**src/rtl/mont_pkg.sv**
```systemverilog
// Shared Montgomery-domain definitions: FSM states and default operand width.
// No logic; used by the encode, reduce and multiplier blocks.
// No backpressure; types and constants only.
package mont_pkg;

    // Default operand width for the Montgomery datapath.
    localparam int MONT_DATA_WIDTH = 8;

    // Iterative-operation control states shared by the Montgomery blocks.
    typedef enum logic [1:0] {
        IDLE = 2'd0,
        BUSY = 2'd1,
        DONE = 2'd2
    } mont_state_e;

endpackage : mont_pkg

```
**src/rtl/mont_double_mod.sv**
```systemverilog
// Modular doubling step: dbl_o = (2*acc_i) mod n_i, valid for acc_i < n_i.
// Latency: combinational, zero cycles.
// Backpressure: none; pure function of its inputs.
module mont_double_mod #(
    parameter int W = 8
) (
    input  logic [W-1:0] acc_i,
    input  logic [W-1:0] n_i,
    output logic [W-1:0] dbl_o
);

    // 2*acc < 2n < 2^(W+1), so one extra bit holds the doubled value exactly.
    logic [W:0] dbl_w;
    logic [W:0] sub_w;

    assign dbl_w = {acc_i, 1'b0};
    assign sub_w = dbl_w - {1'b0, n_i};

    // One conditional subtract is enough to bring the result back below n.
    always_comb begin
        dbl_o = dbl_w[W-1:0];
        if (dbl_w >= {1'b0, n_i}) begin
            dbl_o = sub_w[W-1:0];
        end
    end

endmodule : mont_double_mod

```
**src/rtl/montgomery_encode.sv**
```systemverilog
// Montgomery encode: out = a * 2^L mod modulant, one modular doubling per cycle.
// Latency: L+1 cycles from accept to out_valid (1 cycle when L=0).
// Backpressure: valid/ready both sides; DONE holds out stable until out_ready.
// Optional MONT_ENCODE_CHECK_EN adds out_err and rejects bad operands at accept.
module montgomery_encode
    import mont_pkg::*;
#(
    parameter int DATA_WIDTH = MONT_DATA_WIDTH
) (
    input  logic                  clk,
    input  logic                  rst,
    input  logic                  in_valid,
    output logic                  in_ready,
    input  logic [DATA_WIDTH-1:0] a,
    input  logic [DATA_WIDTH-1:0] modulant,
    input  logic [DATA_WIDTH-1:0] bit_length,
    output logic                  out_valid,
    input  logic                  out_ready,
    output logic [DATA_WIDTH-1:0] out
`ifdef MONT_ENCODE_CHECK_EN
    ,
    output logic                  out_err
`endif
);

    localparam logic [DATA_WIDTH-1:0] LEN_MAX = DATA_WIDTH'(DATA_WIDTH);
    localparam logic [DATA_WIDTH-1:0] CNT_ONE = DATA_WIDTH'(1);

    mont_state_e           state_q, state_d;
    logic [DATA_WIDTH-1:0] acc_q, acc_d;
    logic [DATA_WIDTH-1:0] cnt_q, cnt_d;
    logic [DATA_WIDTH-1:0] n_q, n_d;
    logic [DATA_WIDTH-1:0] len_clamped;
    logic [DATA_WIDTH-1:0] acc_dbl;
    logic                  accept;

`ifdef MONT_ENCODE_CHECK_EN
    logic err_q, err_d;
    logic bad_operands;

    // Reject a >= n, even n, and n < 3 before any work is done.
    assign bad_operands = (a >= modulant) || !modulant[0] || (modulant < DATA_WIDTH'(3));
    assign out_err      = err_q;
`endif

    assign len_clamped = (bit_length > LEN_MAX) ? LEN_MAX : bit_length;
    assign in_ready    = (state_q == IDLE);
    assign out_valid   = (state_q == DONE);
    assign out         = acc_q;
    assign accept      = in_valid && in_ready;

    mont_double_mod #(
        .W (DATA_WIDTH)
    ) u_double (
        .acc_i (acc_q),
        .n_i   (n_q),
        .dbl_o (acc_dbl)
    );

    // Next-state logic: capture on accept, double while counting down, hold in DONE.
    always_comb begin
        state_d = state_q;
        acc_d   = acc_q;
        cnt_d   = cnt_q;
        n_d     = n_q;
`ifdef MONT_ENCODE_CHECK_EN
        err_d   = err_q;
`endif
        unique case (state_q)
            IDLE: begin
                if (accept) begin
                    n_d   = modulant;
                    acc_d = a;
                    cnt_d = len_clamped;
`ifdef MONT_ENCODE_CHECK_EN
                    err_d = 1'b0;
                    if (bad_operands) begin
                        acc_d   = '0;
                        cnt_d   = '0;
                        err_d   = 1'b1;
                        state_d = DONE;
                    end else
`endif
                    begin
                        state_d = (len_clamped == '0) ? DONE : BUSY;
                    end
                end
            end
            BUSY: begin
                acc_d = acc_dbl;
                cnt_d = cnt_q - CNT_ONE;
                if (cnt_q == CNT_ONE) begin
                    state_d = DONE;
                end
            end
            DONE: begin
                if (out_ready) begin
                    state_d = IDLE;
                end
            end
            default: begin
                state_d = IDLE;
            end
        endcase
    end

    // State and datapath registers; reset discards any in-flight result.
    always_ff @(posedge clk) begin
        if (rst) begin
            state_q <= IDLE;
            acc_q   <= '0;
            cnt_q   <= '0;
            n_q     <= '0;
`ifdef MONT_ENCODE_CHECK_EN
            err_q   <= 1'b0;
`endif
        end else begin
            state_q <= state_d;
            acc_q   <= acc_d;
            cnt_q   <= cnt_d;
            n_q     <= n_d;
`ifdef MONT_ENCODE_CHECK_EN
            err_q   <= err_d;
`endif
        end
    end

endmodule : montgomery_encode

```
**config.mk**
```make
export PLATFORM = sky130hd
export DESIGN_NAME = montgomery_encode
export DESIGN_NICKNAME = d
export VERILOG_FILES = /design/src/rtl/mont_pkg.sv /design/src/rtl/mont_double_mod.sv /design/src/rtl/montgomery_encode.sv
export SDC_FILE = /design/constraint.sdc
export NUM_CORES = 1
export LEC_CHECK = 0
export CAP_MARGIN = 20
export CORE_MARGIN = 5
export CORE_UTILIZATION = 35
export DETAILED_ROUTE_END_ITERATION = 12
export PLACE_DENSITY_LB_ADDON = 0.1
export SYNTH_ARGS = -nofsm -noshare
export SYNTH_HDL_FRONTEND = slang
export SYNTH_SLANG_ARGS = --single-unit
export TNS_END_PERCENT = 100
```
**constraint.sdc**
```tcl
create_clock -name clk -period 3.8 [get_ports clk]
set_input_delay 0.76 -clock clk [delete_from_list [all_inputs] [get_ports clk]]
set_output_delay 0.76 -clock clk [all_outputs]
set_load 0.01 [all_outputs]
```
==> impl_metrics.csv <==
group,metric,value,unit
floorplanning,initial_core_util,36.7,%
place,gp_congestion,0.752,
sta,drv_slew,0,
detailed_routing,drc,0,
worst_setup_path,path_class,"reg2out",
layout,drive_above_1_share,6.58,%
synthesis,yosysUniqueCellTypes,44,
clock_tree,insertion_delay,280,ps
synthesis,ys_seq_area_share,32.1,%
sta,post-route-worst-setup-slack,1450,ps
synthesis,yosys_warnings,0,
place,place_area,2030,um2
floorplanning,dieArea,6090,um2
power_and_ir_drop,p_leak,0.797,nW
detailed_routing,via_per_inst,5.38,
clock_tree,h-tree-depth,1,
sta,setup_viol,0,
worst_setup_path,worstPathMaxFanout,9,
layout,finalInstanceArea,2100,um2
detailed_routing,drt_iter0_markers,65,
floorplanning,num_rows,24,
place,port_buffers,37,
synthesis,synth_edf_count,0,
clock_tree,postCtsSetupRepairBufs,0,
synthesis,synth-seq-cells,26,
synthesis,synthFlopType,"dfxtp_1",
layout,fin_util,47.6,%
clock_tree,clk_pin_slew,100,ps
synthesis,synth_area_leader_cell,"dfxtp_1",
detailed_routing,dr_total_vias,1588,
layout,syn_to_final_growth,29.8,%
hold_path,min_path_type,"reg2reg",
place,dp_hpwl,3270,um
global_route,groute.usage.overall,14.7,%
clock_tree,clockBufferDepth,2,
floorplanning,die_x,78.0,um
synthesis,synth_area,1620,um2
detailed_routing,drt_wl_total,4340,um
outcome,status,"finished, final reports clean",
sta,fin_skew,4.23,ps
global_route,grt_max_degree,23,
worst_setup_path,cp_slowest_cell,"clkdlybuf4s50_1",
detailed_routing,ant_nets,0,
layout,seq_area,520,um2
detailed_routing,wire_per_inst,14.7,um
synthesis,async_flop_share,0,%
global_route,grt_overflow,0,
clock_tree,cts_sinks,26,
synthesis,syn_avg_cell_area,7.78,um2
clock_tree,cts_buffers,3,
sta,slew_headroom,47.7,%
layout,fin_nets,283,
sta,finalCriticalPeriod,2350,ps
worst_setup_path,critical_path.cell_chain,"nor2b_1 > clkdlybuf4s50_1",
worst_setup_path,critPathLaunchType,"flip-flop",
clock_tree,ctsResizeCount,0,
sta,period_share,61.8,%
floorplanning,pin_count,38,
floorplanning,fp.dieH,78.0,um
sta,setup_tns,0,ps
layout,fillerInstances,466,
layout,multi_input_area,1010,um2
worst_setup_path,critPathMaxStageDelay,560,ps
power_and_ir_drop,vdd_drop_max,0.225,mV
layout,num_antenna_cells,0,
worst_setup_path,cp.arrival,1590,ps
job,cap_violations,0,
synthesis,synth_top_area_share,32.1,%
sta,final-hold-violation-count,0,
global_route,antenna_found_initial,0,
sta,fmax,0.426,GHz
detailed_routing,first_pass_iters,4,
clock_tree,cts_root_buf,"clkbuf_8",
clock_tree,cts_hold_buf,0,
worst_setup_path,critPathCaptureType,"output port",
synthesis,ys_top_cells_by_area,"dfxtp_1, a21oi_1, ha_1",
floorplanning,core_area,4410,um2
sta,max_slew.worst_pin.slew,782,ps
clock_tree,cts_tree,"built",
power_and_ir_drop,power-per-cell-area,460,nW/um2
global_route,grt_pass1_vias,1583,
sta,rsz0062_at_grt,"no",
synthesis,syn_inst,208,
worst_setup_path,worst_ep_required_time,3040,ps
place,dp_slack,1240,ps
synthesis,synth.net_count,247,
global_route,grt_pass1_wl,7380,um
==> critical path, delay by kind of cell, from the launching register on <==
family	cells	cell delay (ps)
simple gates	1	220
flops	1	540
buf+inv	1	560
==> path summary, 6_finish.rpt <==
path	slack, ps	from	depth (start not counted)	to
setup reg to reg	1640	n_q[1]	8	out[1]
hold / removal	460	n_q[6]	2	n_q[6]
hold reg to reg	460	n_q[6]	2	n_q[6]
setup / recovery	1450	state_q[1]	2	out_valid
==> layer usage <==
layer	track usage, %	up-vias	share of wire (%)
met5	0	-	0
met1	18.7	736	48
met3	3.55	4	4.4
met2	24.8	32	47
li1	-	816	-
met4	4.22	0	0.71
==> cells by family (layout without fill, tap and decap cells) <==
logic type,after synthesis,after routing,synth area share [%]
AO/OA/AOI/OAI,62,62,24.6
XOR/XNOR,5,5,2.70
adder cells (fa/ha/maj),11,11,8.96
buffers and inverters,23,58,5.64
flip-flops,26,26,32.1
multiplexers,5,5,3.25
AND/OR/NAND/NOR,76,76,22.7
==> area by class of cell <==
| class | count | area share (%) |
|---|---|---|
| Clock inverter | 1 | 1.43 |
| Tap cell | 52 | 3.10 |
| Sequential cell | 26 | 24.8 |
| Timing Repair Buffer | 38 | 18.0 |
| Multi-Input combinational cell | 159 | 47.9 |
| Clock buffer | 3 | 1.96 |
| Inverter | 16 | 2.86 |
==> flip-flops by register name, summed over array words and instances, names as in the netlist <==
name     cells
cnt_q        8
n_q          8
out          8
state_q      2
==> per-stage QoR <==
step / cells / hold slack [ps] / total power [mW]
CTS: 295 / 464 / 0.978
global route: 295 / 494 / 1.04
detailed placement: 291 / 449 / 0.737
finish: 295 / 461 / 0.967
floorplan: 208 / 436 / 0.613
global placement: 291 / 447 / 0.738
==> report_power, final <==
group	total [mW]	switching, mW	internal [mW]	leakage [nW]
Clock	0.237	0.0955	0.141	0.0357
Combinational	0.390	0.203	0.187	0.547
Sequential	0.340	0.0360	0.304	0.214
==> Yosys cell counts (2+ instances only) <==
cell,number
a21oi_1,30
a32oi_1,2
buf_2,4
clkbuf_1,2
dfxtp_1,26
ha_1,10
inv_1,15
mux2_2,2
mux2i_1,3
nand2_1,27
nand2b_1,3
nand3_1,6
nand4_1,2
nor2_1,20
nor2_4,2
nor2b_1,2
nor3_1,2
nor4_1,3
o211ai_1,2
o21ai_0,8
o221ai_1,4
o311ai_0,3
o31ai_1,2
or3_1,3
or4_1,3
xor2_1,4
==> layout by cell type (no fill, tap or decap), drive strengths merged, types with 4 or more instances in the layout <==
cell / synthesis / routed
nand3: 6 / 6
clkdlybuf4s50: 0 / 37
o21ai: 9 / 9
xor2: 4 / 4
ha: 10 / 10
inv: 16 / 16
o221ai: 4 / 4
a21oi: 30 / 30
nor2: 22 / 22
nand2: 27 / 27
dfxtp: 26 / 26
(Power assumes the default switching activity.)
